**src/rtl/ctrl_seq_if.sv**
```systemverilog
// Control-unit bus: run/halt command, fetched instruction and branch operand in,
// PC/register/memory strobes out. The master side is the fetch/datapath, the slave side is ctrl_seq.
interface ctrl_seq_if #(
    parameter int INSTR_W = 9,
    parameter int DATA_W  = 8
);
    logic               Start;
    logic [INSTR_W-1:0] Instruction;
    logic [DATA_W-1:0]  JmpReg;
    logic               PcEn;
    logic               Jump;
    logic               BranchEn;
    logic               RegWrEn;
    logic               MemRdEn;
    logic               MemWrEn;
    logic               Stall;
    logic               Flush;
    logic               Halted;

    modport master (
        output Start, Instruction, JmpReg,
        input  PcEn, Jump, BranchEn, RegWrEn, MemRdEn, MemWrEn, Stall, Flush, Halted
    );

    modport slave (
        input  Start, Instruction, JmpReg,
        output PcEn, Jump, BranchEn, RegWrEn, MemRdEn, MemWrEn, Stall, Flush, Halted
    );
endinterface

```
**src/rtl/ctrl_seq.sv**
```systemverilog
// Sequenced control unit for the 9-bit ISA: run/halt sequencing, multi-cycle load stalls, conditional branches.
// Optional CTRL_FLUSH_EN annuls the instruction fetched behind a taken branch.
module ctrl_seq #(
    parameter int INSTR_W = 9,
    parameter int DATA_W  = 8,
    parameter int MEM_LAT = 2
) (
    input logic          Clk,
    input logic          Reset,
    ctrl_seq_if.slave    bus
);

    localparam logic [1:0] S_IDLE   = 2'd0;
    localparam logic [1:0] S_RUN    = 2'd1;
    localparam logic [1:0] S_LDWAIT = 2'd2;
    localparam logic [1:0] S_HALT   = 2'd3;

    localparam logic [3:0] OP_NOP  = 4'b0000;
    localparam logic [3:0] OP_LD   = 4'b1000;
    localparam logic [3:0] OP_ST   = 4'b1001;
    localparam logic [3:0] OP_JMP  = 4'b1100;
    localparam logic [3:0] OP_JMPU = 4'b1101;
    localparam logic [3:0] OP_HALT = 4'b1111;

    localparam int CNT_W = (MEM_LAT > 1) ? $clog2(MEM_LAT) : 1;
    localparam logic [CNT_W-1:0] CNT_INIT = (MEM_LAT > 1) ? CNT_W'(MEM_LAT - 2) : '0;

    logic [1:0]       state_q, state_d;
    logic [CNT_W-1:0] cnt_q, cnt_d;

    logic [3:0] opcode;
    logic       cond_met;
    logic       pc_en, jump, branch_en, reg_wr_en, mem_rd_en, mem_wr_en, stall, flush;

    // Bits between the opcode and the condition field belong to the datapath, not to control.
    logic unused_operand;
    assign unused_operand = ^bus.Instruction[INSTR_W-5:2];

    assign opcode = bus.Instruction[INSTR_W-1 -: 4];

    always_comb begin
        cond_met = 1'b0;
        case (bus.Instruction[1:0])
            2'b00:   cond_met = (bus.JmpReg == DATA_W'(1));
            2'b01:   cond_met = (bus.JmpReg == '0);
            2'b10:   cond_met = (bus.JmpReg != '0);
            default: cond_met = bus.JmpReg[DATA_W-1];
        endcase
    end

`ifdef CTRL_FLUSH_EN
    logic flush_q, flush_d;
`endif

    // NOTE: every output and next-state signal gets a default first, so no path can infer a latch.
    always_comb begin
        state_d   = state_q;
        cnt_d     = cnt_q;
        pc_en     = 1'b0;
        jump      = 1'b0;
        branch_en = 1'b0;
        reg_wr_en = 1'b0;
        mem_rd_en = 1'b0;
        mem_wr_en = 1'b0;
        stall     = 1'b0;
        flush     = 1'b0;
`ifdef CTRL_FLUSH_EN
        flush_d   = 1'b0;
`endif

        case (state_q)
            S_IDLE, S_HALT: begin
                if (bus.Start) state_d = S_RUN;
            end

            S_RUN: begin
                case (opcode)
                    OP_NOP:  pc_en = 1'b1;
                    OP_ST:   begin mem_wr_en = 1'b1; pc_en = 1'b1; end
                    OP_JMPU: begin jump = 1'b1; branch_en = 1'b1; pc_en = 1'b1; end
                    OP_JMP:  begin jump = 1'b1; branch_en = cond_met; pc_en = 1'b1; end
                    OP_HALT: state_d = S_HALT;
                    OP_LD: begin
                        mem_rd_en = 1'b1;
                        if (MEM_LAT == 1) begin
                            reg_wr_en = 1'b1;
                            pc_en     = 1'b1;
                        end else begin
                            stall   = 1'b1;
                            cnt_d   = CNT_INIT;
                            state_d = S_LDWAIT;
                        end
                    end
                    default: begin reg_wr_en = 1'b1; pc_en = 1'b1; end
                endcase
`ifdef CTRL_FLUSH_EN
                // The slot behind a taken branch still advances the PC but has no side effects.
                if (flush_q) begin
                    jump      = 1'b0;
                    branch_en = 1'b0;
                    reg_wr_en = 1'b0;
                    mem_rd_en = 1'b0;
                    mem_wr_en = 1'b0;
                    stall     = 1'b0;
                    flush     = 1'b1;
                    pc_en     = 1'b1;
                    cnt_d     = cnt_q;
                    state_d   = S_RUN;
                end
                flush_d = branch_en;
`endif
            end

            S_LDWAIT: begin
                mem_rd_en = 1'b1;
                if (cnt_q != '0) begin
                    stall = 1'b1;
                    cnt_d = cnt_q - 1'b1;
                end else begin
                    reg_wr_en = 1'b1;
                    pc_en     = 1'b1;
                    state_d   = S_RUN;
                end
            end

            default: state_d = S_IDLE;
        endcase
    end

    // NOTE: state registers use non-blocking assignments so every flop samples pre-edge values.
    always_ff @(posedge Clk or negedge Reset) begin
        if (!Reset) begin
            state_q <= S_IDLE;
            cnt_q   <= '0;
        end else begin
            state_q <= state_d;
            cnt_q   <= cnt_d;
        end
    end

`ifdef CTRL_FLUSH_EN
    always_ff @(posedge Clk or negedge Reset) begin
        if (!Reset) flush_q <= 1'b0;
        else        flush_q <= flush_d;
    end
`endif

    assign bus.PcEn     = pc_en;
    assign bus.Jump     = jump;
    assign bus.BranchEn = branch_en;
    assign bus.RegWrEn  = reg_wr_en;
    assign bus.MemRdEn  = mem_rd_en;
    assign bus.MemWrEn  = mem_wr_en;
    assign bus.Stall    = stall;
    assign bus.Flush    = flush;
    assign bus.Halted   = (state_q == S_HALT);

endmodule
```
**src/flat_wrapper.sv**
```systemverilog
// flat-port wrapper written by rule: the top's interface ports become plain ports
module ctrl_seq_flat 
#(
    parameter int INSTR_W = 9,
    parameter int DATA_W  = 8,
    parameter int MEM_LAT = 2
)
  (Clk, Reset, bus_Start, bus_Instruction, bus_JmpReg, bus_PcEn, bus_Jump, bus_BranchEn, bus_RegWrEn, bus_MemRdEn, bus_MemWrEn, bus_Stall, bus_Flush, bus_Halted);
  ctrl_seq_if #(.INSTR_W(INSTR_W), .DATA_W(DATA_W)) bus_i ();
  input logic Clk;
  input logic Reset;
  input wire logic [$bits(bus_i.Start)-1:0] bus_Start;
  input wire logic [$bits(bus_i.Instruction)-1:0] bus_Instruction;
  input wire logic [$bits(bus_i.JmpReg)-1:0] bus_JmpReg;
  output wire logic [$bits(bus_i.PcEn)-1:0] bus_PcEn;
  output wire logic [$bits(bus_i.Jump)-1:0] bus_Jump;
  output wire logic [$bits(bus_i.BranchEn)-1:0] bus_BranchEn;
  output wire logic [$bits(bus_i.RegWrEn)-1:0] bus_RegWrEn;
  output wire logic [$bits(bus_i.MemRdEn)-1:0] bus_MemRdEn;
  output wire logic [$bits(bus_i.MemWrEn)-1:0] bus_MemWrEn;
  output wire logic [$bits(bus_i.Stall)-1:0] bus_Stall;
  output wire logic [$bits(bus_i.Flush)-1:0] bus_Flush;
  output wire logic [$bits(bus_i.Halted)-1:0] bus_Halted;
  assign bus_i.Start = bus_Start;
  assign bus_i.Instruction = bus_Instruction;
  assign bus_i.JmpReg = bus_JmpReg;
  assign bus_PcEn = bus_i.PcEn;
  assign bus_Jump = bus_i.Jump;
  assign bus_BranchEn = bus_i.BranchEn;
  assign bus_RegWrEn = bus_i.RegWrEn;
  assign bus_MemRdEn = bus_i.MemRdEn;
  assign bus_MemWrEn = bus_i.MemWrEn;
  assign bus_Stall = bus_i.Stall;
  assign bus_Flush = bus_i.Flush;
  assign bus_Halted = bus_i.Halted;
  ctrl_seq #(.INSTR_W(INSTR_W), .DATA_W(DATA_W), .MEM_LAT(MEM_LAT)) u_core (.Clk(Clk), .Reset(Reset), .bus(bus_i));
endmodule
```
**config.mk**
```make
export PLATFORM = sky130hd
export DESIGN_NAME = ctrl_seq_flat
export DESIGN_NICKNAME = d
export VERILOG_FILES = /design/src/rtl/ctrl_seq_if.sv /design/src/rtl/ctrl_seq.sv /design/src/flat_wrapper.sv
export SDC_FILE = /design/constraint.sdc
export NUM_CORES = 1
export LEC_CHECK = 0
export CORE_AREA = 2 2 39 41
export CTS_CLUSTER_DIAMETER = 200
export DETAILED_ROUTE_END_ITERATION = 12
export DIE_AREA = 0 0 41 43
export DONT_BUFFER_PORTS = 1
export GPL_ROUTABILITY_DRIVEN = 1
export PLACE_DENSITY_LB_ADDON = 0.12
export SLEW_MARGIN = 20
export SYNTH_ARGS = -nofsm -noshare
export SYNTH_HDL_FRONTEND = slang
export SYNTH_SLANG_ARGS = --single-unit
```
**constraint.sdc**
```tcl
create_clock -name Clk -period 2.05 [get_ports Clk]
set_clock_uncertainty 0.2 [all_clocks]
set_input_delay 0.3075 -clock Clk [delete_from_list [all_inputs] [get_ports Clk]]
set_output_delay 0.3075 -clock Clk [all_outputs]
set_load 0.02 [all_outputs]
```
# Word-level counts from Yosys, hierarchy flattened
# Index checks and enable logic that the tools add are counted.
# word_totals
reg_bits,3
inputBits,20
output_inout_bits,9
word_cells,53
# op_classes
addsub,1
n_eq_ne,15
mux,23
reduce_logical,12
# op_table
op,count
equality test 4 bit (second input constant),5
2-to-1 mux 1 bit,12
one-hot mux 1 bit (2 select lines),6
equality test 8 x 1 -> 1 bit (second input constant),1
logical NOT 8 bit,1
nonzero test 8 bit,1
equality test 2 bit (second input constant),3
one-hot mux 2 bit (3 select lines),1
OR reduction 2 bit,3
OR reduction 6 bit,1
equality test 2 x 1 -> 1 bit (second input constant),2
logical NOT 2 bit,2
logical NOT 4 bit,1
2-to-1 mux 2 bit,2
!= test 2 bit (second input constant),2
one-hot mux 2 bit (2 select lines),1
!= test 3 x 2 -> 1 bit (second input constant),1
one-hot mux 1 bit (3 select lines),1
AND reduction 3 bit,1
!= test 2 x 1 -> 1 bit (second input constant),1
AND reduction 2 bit,1
nonzero test 2 bit,1
subtractor 1 bit (second input constant),1

# Longest topological paths before layout
# Gate-level depths: netlist of run 1.
# logic_depth
word_depth,4
mapped_depth,6
mapped_depth_nobuf,6

# Worst setup path after synthesis of run 1
# Ideal clock, no wire load.
# synth_timing
path_type,register to output
startpoint,register u_core.state_q[1]
endpoint,output port bus_MemRdEn
t_arrival_ps,1482
required_time_ps,1542
slack_ps,60
path_stages_with_launch,7
n_path_buf,0
cell_sequence,dfrtp_1 -> inv_1 -> ha_1 -> nand3b_1 -> nor3_2 -> nor2_1 -> nor2_1
# synth_via
elab_chain_cells,2
elab_cells_between_ends,3
classes_between,2 x eq/ne; 1 x mux
# synth_lines
item,line_no,rtl
from (decl),ctrl_seq.sv:28,"logic [1:0] state_q, state_d;"
from (signal assigned),ctrl_seq.sv:136,state_q <= state_d;
equality test 2 bit / equality test 2 x 1 -> 1 bit (equally long branches),ctrl_seq.sv:71,case (state_q)
one-hot mux 1 bit (2 select lines) *,ctrl_seq.sv:71,
to (decl),flat_wrapper.sv:19,output wire logic [$bits(bus_i.MemRdEn)-1:0] bus_MemRdEn;
# Every way passes the cells marked *; elsewhere a longest branch is shown, timed or not.

# Final worst setup path of run 1
# Same ends and word-level chain as after synthesis.

==> flow_summary.yaml, run 1 <==
placed_design:
  gp_congestion: 0.6446
  dpl.hpwl_um: 664.1
  place_area_um2: 359.1
  port_buffers: 0
timing:
  clock.fmax_mhz: 497.4
  hold_ws_ns: 0.1163
  finalSetupViolations: 0
  report.final.slew_viol_count: 0
  period_share_pct: 98.06
  rsz0062_at_grt: "true"
  final.min_clock_period_ns: 2.010
  hold_viol: 0
power:
  p_leak_uw: 0.0002124
  power_frac_comb_pct: 67.4
  p_clk_share_pct: 17.9
  intPower_uw: 270.6
  p_sw_uw: 234.0
  p_total_uw: 504.6
  power_density_nw_per_um2: 1120
  switching_share_pct: 46.37
  ir_drop_mv: 0.2500
  p_seq_share_pct: 14.8
floorplan:
  core-area_um2: 1384
  die_w_um: 41
  die_h_um: 43
  row_count: 14
  ioPinCount: 29
  initial_core_util_pct: 22.88
  die-area_um2: 1763
cts:
  clock_latency_ns: 0.23
  htree_levels: 1
  cts_tree: "done"
  root_buffer: "clkbuf_4"
  numCtsBuffers: 3
  path_clk_slew_ns: 0.03
  cts_buffer_depth: 2
  clock-sinks: 2
route:
  avgRoutedWirePerCell_um: 12.30
  postRouteAntennaNets: 0
  drt_iter0_markers: 1
  drc: 0
  drt_wl_total_um: 861
  num_vias: 350
  dr.pass1.iters: 2
  avgViaCountPerCell: 5.000
grt:
  grt.overflow.total: 0
  antenna_found_initial: 0
  grt_pass1_vias: 347
  grt_start_max_net_pins: 8
  grt_pass1_wl_mm: 1.262
  track_usage_pct: 10.81
logic_synthesis:
  yosysWarnings: 0
  synth-compound-area-share_pct: 22.13
  syn_area_per_cell_um2: 7.537
  synth_top_family_by_area: "simple AND/OR/NAND/NOR gates"
  synth_fa_ha_area_share_pct: 11.86
  synth_xor_area_share_pct: 0
  ys_ff_latch: 2
  yosysTopAreaCellShare_pct: 15.81
  synthDistinctLibCells: 24
  yosysSeqAreaShare_pct: 15.81
  synth_area_um2: 316.6
  ys_top_cells_by_area: "dfrtp_1 16%, ha_1 12%, nor2_1 8.3%"
  synth_cells: 42
  synthSimpleGateAreaFrac_pct: 38.34
  synthMuxAreaShare_pct: 3.557
  yosys.area.top_type: "dfrtp_1"
  syn_nets: 65
worst_setup_path:
  critPathArrivalTime_ns: 1.50
  crit_path_end_kind: "output port"
  crit_fanout: 4
  cp.required_ns: 1.54
  crit_type: "reg2out"
  reg2reg_from: "u_core.state_q[0]$_DFFE_PN0P_"
  r2r_cells: 5
  crit_path_start_kind: "flop"
  reg2reg_to: "u_core.state_q[0]$_DFFE_PN0P_"
  rrSetupSlack_ns: 0.29
cells_and_area:
  final_common_cell: "buf_4"
  largest_reg_flops: 2
  drive_gt1_share_pct: 35.19
  areaGrowthSynthToFinish_pct: 42.29
  largestRegisters: "u_core.state_q x2"
  stdcell_area_um2: 450.4
  mostFrequentLayoutCells: "9 x buf_4, 7 x nor2_1, 4 x a31oi_1"
  n_antenna_cell: 0
  regMostFlops: "u_core.state_q"
  layout.nets: 79
run_status:
  status: "finished clean"
flow_run:
  drv_cap: 0
min_path:
  hold_path_class: "in2async"
## synthesized netlist by cell type, drive strengths merged
library cell and instances:
or2 1, nand3b 1, ha 3, inv 4
and2b 1, dfrtp 2, o21bai 2, a31oi 4
o21a 1, a21boi 1, and3 2, nor4 1
nor2 7, nor3b 1, conb 1, nand3 1
mux2 1, o21ai 2, nor3 3, a21oi 1
buf 1, nand4 1
## layer usage
metal	up-vias	global-route usage, %	wire [µm]
met2	15	19.06	461
li1	174	-	-
met5	-	0	0
met3	2	2.094	59
met1	159	9.873	320
met4	0	8.000	19
## cell type report
class	instances	area, µm²
repair buffers	10	77.57
fillers	167	933.4
clock buffers	3	22.52
flip-flops and latches	2	50.05
inverters	4	15.01
multi-input cells	35	265.3
well taps	16	20.02
## power by group through the flow
| stage | sequential [µW] | combinational (µW) | clock (µW) |
|---|---|---|---|
| after floorplan | 67.9 | 220 | 0 |
| after global placement | 71.0 | 255 | 0 |
| after detailed placement | 72.9 | 259 | 0 |
| after CTS | 74.5 | 305 | 92.9 |
| after global routing | 77.3 | 374 | 95.3 |
| final | 74.6 | 340 | 90.1 |
## per-stage QoR
step                util [%]  cells  setup TNS [ns]  setup slack, ns
finish                 32.55     70               0          0.03968
global placement       25.95     61               0           0.1002
CTS                    30.47     67               0         0.005220
floorplan                  -     42               0          0.06010
global route           32.55     70         -0.1224         -0.09881
detailed placement     25.95     61               0          0.06924
## logic make-up (layout without fill, tap and decap cells)
| group | after synthesis | count (layout) |
|---|---|---|
| adders and majority gates | 3 | 3 |
| DFF | 2 | 2 |
| buffers and inverters | 5 | 17 |
| muxes | 1 | 1 |
| other | 1 | 1 |
| and+or+nand+nor | 19 | 19 |
| AOI/OAI and AO/OA | 11 | 11 |
## repair_timing
action | in CTS | in global routing
gates resized for setup | 4 | 1
endpoints found under the setup margin | 3 | 3
hold buffers | 1 | 0
pin swaps | 1 | 0
buffers inserted | 2 | 3
hold endpoints to repair | 2 | 0
## worst max-delay path: stages (launching register included)
cell and delay, ns:
dfrtp_1 0.38, inv_2 0.08, ha_4 0.15, nand3b_1 0.10, buf_4 0.16, nor3_4 0.11
nor2_1 0.06, nor2_1 0.09, buf_4 0.14
## how the worst max path moves through the flow
stage / from / end / slack, ns / depth (start not counted)
after global routing: u_core.state_q[1]$_DFFE_PN0P_ / bus_MemRdEn / -0.1 / 8
after global placement: u_core.state_q[1]$_DFFE_PN0P_ / bus_BranchEn / 0.10 / 6
final: u_core.state_q[1]$_DFFE_PN0P_ / bus_MemRdEn / 0.04 / 8
after CTS: u_core.state_q[1]$_DFFE_PN0P_ / bus_MemRdEn / 0.005 / 8
after detailed placement: u_core.state_q[1]$_DFFE_PN0P_ / bus_BranchEn / 0.07 / 6
after floorplan: u_core.state_q[1]$_DFFE_PN0P_ / bus_MemRdEn / 0.06 / 6
Power figures use the tool's default switching activity.
==> run 2: changes to the inputs <==
Settings changed: ABC_AREA set to 1.
==> run 2 against run 1 <==
Net effect:
- setup slack improved by 0.069 ns
- register-to-register slack gained 0.23 ns
- maximum frequency is 3.5% higher
- clock power is 5.9% lower
- critical endpoint is now bus_RegWrEn
- highest routed layer is now met3
==> flow_summary.yaml, run 2 <==
logic_synthesis:
  synthTopCellsByCount: "16 x nand2_1, 13 x inv_1, 10 x nor2_1, 3 x ha_1, 3 x o21ai_1"
  yosysSeqAreaShare_pct: 13.65
  synth_cells: 66
  async_flop_share_pct: 100.0
  ys_ff_latch: 2
  yosysWarnings: 0
  yosysMostFrequentCell: "nand2_1"
  synthDistinctLibCells: 20
  synth_edf_count: 0
  yosysTopAreaCellShare_pct: 16.38
  ys_top_cells_by_area: "nand2_1 16%, dfrtp_1 14%, inv_1 13%"
  syn_area_per_cell_um2: 5.555
  yosys.area.top_type: "nand2_1"
  synth_area_um2: 366.6
  syn_nets: 89
  synth_top_flop_cell: "dfrtp_1"
cts:
  path_clk_slew_ns: 0.03
  root_buffer: "clkbuf_4"
  htree_levels: 1
  clock_latency_ns: 0.22
  cts_tree: "done"
  numCtsBuffers: 3
  clock-sinks: 2
  cts_setup_buffers: 0
  cts_buffer_depth: 2
power:
  switching_share_pct: 51.64
  p_sw_uw: 248.2
  p_seq_share_pct: 15.7
  p_clk_share_pct: 17.6
  intPower_uw: 232.5
  p_total_uw: 480.7
  power_frac_comb_pct: 66.7
  power_density_nw_per_um2: 1088
  p_leak_uw: 0.0002345
  ir_drop_mv: 0.2054
placed_design:
  dpl.hpwl_um: 683.1
  port_buffers: 0
  pre_cts_ws_ns: 0.2239
  gp_congestion: 0.5968
floorplan:
  die_h_um: 43
  row_count: 14
  core-area_um2: 1384
  initial_core_util_pct: 26.49
  die_w_um: 41
  die-area_um2: 1763
  ioPinCount: 29
route:
  dr.pass1.iters: 2
  drt_iter0_markers: 3
  avgRoutedWirePerCell_um: 8.793
  drt_wl_total_um: 765
  num_vias: 386
  postRouteAntennaNets: 0
  avgViaCountPerCell: 4.437
  drc: 0
timing:
  finalSetupViolations: 0
  period_share_pct: 94.71
  final.min_clock_period_ns: 1.942
  hold_ws_ns: 0.09588
  hold_viol: 0
  setup_slack_ns: 0.1084
  clock.fmax_mhz: 515.0
  fin_setup_tns_ns: 0
  rsz0062_at_grt: "false"
  report.final.slew_viol_count: 0
min_path:
  hold_path_class: "in2reg"
worst_setup_path:
  crit_path_end_kind: "output port"
  cp.required_ns: 1.54
  crit_type: "reg2out"
  crit_path_start_kind: "flop"
  cpPeakStageDelay_ns: 0.39
  critPathArrivalTime_ns: 1.43
  crit_fanout: 4
  cp_cell_sequence: "buf_4, ha_1, a21oi_1"
  cpMaxStageDelayCell: "a21oi_1"
grt:
  grt_pass1_wl_mm: 1.235
  grt_start_max_net_pins: 6
  antenna_found_initial: 0
  grt_pass1_vias: 349
  track_usage_pct: 9.729
  grt.overflow.total: 0
cells_and_area:
  postLayoutCoreUtil_pct: 31.92
  final_common_cell: "nand2_1"
  largestRegisters: "u_core.state_q x2"
  areaGrowthSynthToFinish_pct: 20.48
  layout.nets: 96
  mostFrequentLayoutCells: "16 x nand2_1, 13 x inv_1, 10 x nor2_1"
  drive_gt1_share_pct: 21.13
  n_antenna_cell: 0
  regMostFlops: "u_core.state_q"
  largest_reg_flops: 2
run_status:
  status: "finished clean"
flow_run:
  drv_cap: 0
==> run 2: worst paths after layout <==
path                                                     from                       endpoint  slack, ns  cells past startpoint
min in group asynchronous                               Reset  u_core.state_q[0]$_DFFE_PN0P_       0.12                      1
worst min-delay path                                bus_Start  u_core.state_q[0]$_DFFE_PN0P_        0.1                      3
max in group asynchronous                               Reset  u_core.state_q[1]$_DFFE_PN0P_       1.41                      1
worst max-delay path            u_core.state_q[1]$_DFFE_PN0P_                    bus_RegWrEn       0.11                      3
worst min register to register  u_core.state_q[0]$_DFFE_PN0P_  u_core.state_q[0]$_DFFE_PN0P_       0.37                      2
worst max register to register  u_core.state_q[1]$_DFFE_PN0P_  u_core.state_q[1]$_DFFE_PN0P_       0.52                      6
==> run 2: cell families after synthesis <==
logic type | count (synthesis) | share of synthesized area, %
AND/OR/NAND/NOR | 35 | 43.01
buffers and inverters | 16 | 17.41
AO/OA/AOI/OAI | 9 | 14.68
adder cells (fa/ha/maj) | 3 | 10.24
flip-flops | 2 | 13.65
other | 1 | 1.023
==> run 2: final cells by class <==
type / count / area, µm²
inverters: 15 / 56.30
multi-input cells: 48 / 267.8
fillers: 174 / 942.2
well taps: 16 / 20.02
repair buffers: 3 / 25.02
flip-flops and latches: 2 / 50.05
clock buffers: 3 / 22.52
==> run 2: critical path: cells and delay by family (launching register included) <==
kind                       cells  cell delay [ns]
AOI/OAI and AO/OA              1             0.39
adders and majority gates      1             0.32
buffers and inverters          1             0.14
DFF                            1             0.36
==> run 2: power by group through the flow <==
stage	Clock [µW]	Sequential [µW]	Combinational [µW]
2_1_floorplan	0	76.2	262
3_3_place_gp	0	76.7	317
3_5_place_dp	0	76.1	317
4_1_cts	89.2	75.6	322
5_1_grt	92.1	78.7	362
6_report	84.8	75.3	321
==> run 2: layer usage <==
metal  global-route usage [%]  part of all wire (%)  wire (µm)
met4                    2.000                     0          0
met1                    10.58                    40        306
met2                    17.50                    48        366
met3                    2.618                    12         92
met5                        0                     0          0
==> run 2: metrics by stage <==
step | area (µm²) | cells
3_3_place_gp | 394.1 | 83
3_5_place_dp | 394.1 | 83
4_1_cts | 434.2 | 87
6_report | 441.7 | 87
2_1_floorplan | 366.6 | 66
5_1_grt | 441.7 | 87
==> run 2: repair_timing <==
item / in CTS / in global routing
setup endpoints to repair: 1 / 3
hold buffers: 1 / 0
resized for setup: 1 / 2
endpoints found under the hold margin: 2 / 0
==> run 3: changes to the inputs <==
Settings changed: CORE_AREA 2 2 39 41 to 5 5 42 44, CTS_CLUSTER_DIAMETER 200 to 60, DIE_AREA 0 0 41 43 to 0 0 47 49.
==> run 3 against run 2 <==
Net effect:
- combinational power shrank 4%
- wire length grew 11%
- clock-buffer cell count is the same
- highest routed layer is now met4
==> flow_summary.yaml, run 3 (synthesized netlist as in run 2, its figures left out) <==
timing:
  final.min_clock_period_ns: 1.958
  clock.fmax_mhz: 510.8
  hold_viol: 0
  finalSetupViolations: 0
  rsz0062_at_grt: "false"
  fin_setup_tns_ns: 0
  report.final.slew_viol_count: 0
  period_share_pct: 95.51
  setup_slack_ns: 0.09211
  hold_ws_ns: 0.07896
cells_and_area:
  largestRegisters: "u_core.state_q x2"
  largest_reg_flops: 2
  postLayoutCoreUtil_pct: 31.61
  drive_gt1_share_pct: 21.43
  regMostFlops: "u_core.state_q"
  layout.nets: 95
  mostFrequentLayoutCells: "15 x nand2_1, 13 x inv_1, 10 x nor2_1"
  final_common_cell: "nand2_1"
  areaGrowthSynthToFinish_pct: 20.82
  n_antenna_cell: 0
floorplan:
  die_w_um: 47
  die-area_um2: 2303
  initial_core_util_pct: 26.16
  ioPinCount: 29
  die_h_um: 49
  row_count: 14
  core-area_um2: 1401
grt:
  grt.overflow.total: 0
  grt_pass1_wl_mm: 1.386
  grt_start_max_net_pins: 6
  grt_pass1_vias: 352
  track_usage_pct: 8.316
  antenna_found_initial: 0
route:
  postRouteAntennaNets: 0
  avgViaCountPerCell: 4.442
  drt_wl_total_um: 851
  dr.pass1.iters: 4
  drc: 0
  avgRoutedWirePerCell_um: 9.895
  num_vias: 382
  drt_iter0_markers: 7
placed_design:
  pre_cts_ws_ns: 0.2077
  port_buffers: 0
  dpl.hpwl_um: 744.8
  gp_congestion: 0.7326
min_path:
  hold_end: "u_core.state_q[1]$_DFFE_PN0P_"
  hold_start: "bus_Start"
  whs_path_depth: 3
  hold_path_class: "in2reg"
power:
  power_density_nw_per_um2: 1077
  p_total_uw: 477.2
  ir_drop_mv: 0.1925
  p_leak_uw: 0.0002329
worst_setup_path:
  crit_fanout: 4
  cp.required_ns: 1.54
  crit_path_end_kind: "output port"
  rrSetupSlack_ns: 0.58
  critPathArrivalTime_ns: 1.45
  r2r_cells: 6
  reg2reg_from: "u_core.state_q[0]$_DFFE_PN0P_"
  crit_type: "reg2out"
  crit_path_start_kind: "flop"
  reg2reg_to: "u_core.state_q[0]$_DFFE_PN0P_"
flow_run:
  drv_cap: 0
cts:
  clock_latency_ns: 0.23
  cts_buffer_depth: 2
  root_buffer: "clkbuf_4"
  cts_tree: "done"
  clock-sinks: 2
  cts_setup_buffers: 0
  path_clk_slew_ns: 0.03
  htree_levels: 1
  numCtsBuffers: 3
run_status:
  status: "finished clean"
-- run 3: repair_timing --
item / 4_1_cts / 5_1_grt
gates resized for setup: 2 / 3
setup endpoints to repair: 1 / 3
pin swaps: 1 / 0
hold endpoints to repair: 2 / 0
hold buffers: 1 / 0
-- run 3: through the flow --
step	std cells	instance area (µm²)
global route	86	442.9
detailed placement	82	386.6
floorplan	66	366.6
finish	86	442.9
global placement	82	386.6
CTS	86	429.2
-- run 3: worst max-delay path by stage --
stage / slack [ns] / depth (start not counted) / from / to
final: 0.09 / 5 / u_core.state_q[1]$_DFFE_PN0P_ / bus_MemWrEn
after global routing: 0.009 / 6 / u_core.state_q[1]$_DFFE_PN0P_ / bus_BranchEn
after CTS: 0.004 / 6 / u_core.state_q[1]$_DFFE_PN0P_ / bus_BranchEn
after detailed placement: 0.21 / 6 / u_core.state_q[1]$_DFFE_PN0P_ / bus_BranchEn
after global placement: 0.18 / 6 / u_core.state_q[1]$_DFFE_PN0P_ / bus_BranchEn
after floorplan: 0.31 / 6 / u_core.state_q[1]$_DFFE_PN0P_ / bus_MemRdEn
-- run 3: final cells by class --
cell class	instances	area (µm²)
clock buffers	3	22.52
well taps	16	20.02
flip-flops and latches	2	50.05
multi-input cells	48	276.5
inverters	15	56.30
fillers	165	958.4
repair buffers	2	17.52
-- run 3: per-layer routing --
| metal | up-vias | routed length (µm) | GRT usage, % |
|---|---|---|---|
| met5 | - | 0 | 0 |
| met4 | 0 | 14 | 4.147 |
| met3 | 2 | 93 | 5.166 |
| met2 | 14 | 404 | 11.99 |
| met1 | 158 | 339 | 9.251 |
| li1 | 208 | - | - |
-- run 3: critical path, stage by stage, from the launching register on --
cell     delay [ns]
dfrtp_1        0.41
inv_1          0.07
ha_2           0.20
inv_2          0.07
nor3_4         0.18
and3_1         0.30
-- run 3: power breakdown --
group	internal, µW	switching [µW]	leakage (µW)
clock network	64.7	23.4	0.0000138
registers	60.2	22.2	0.0000233
logic	99.6	207	0.000196
total	224	253	0.000233
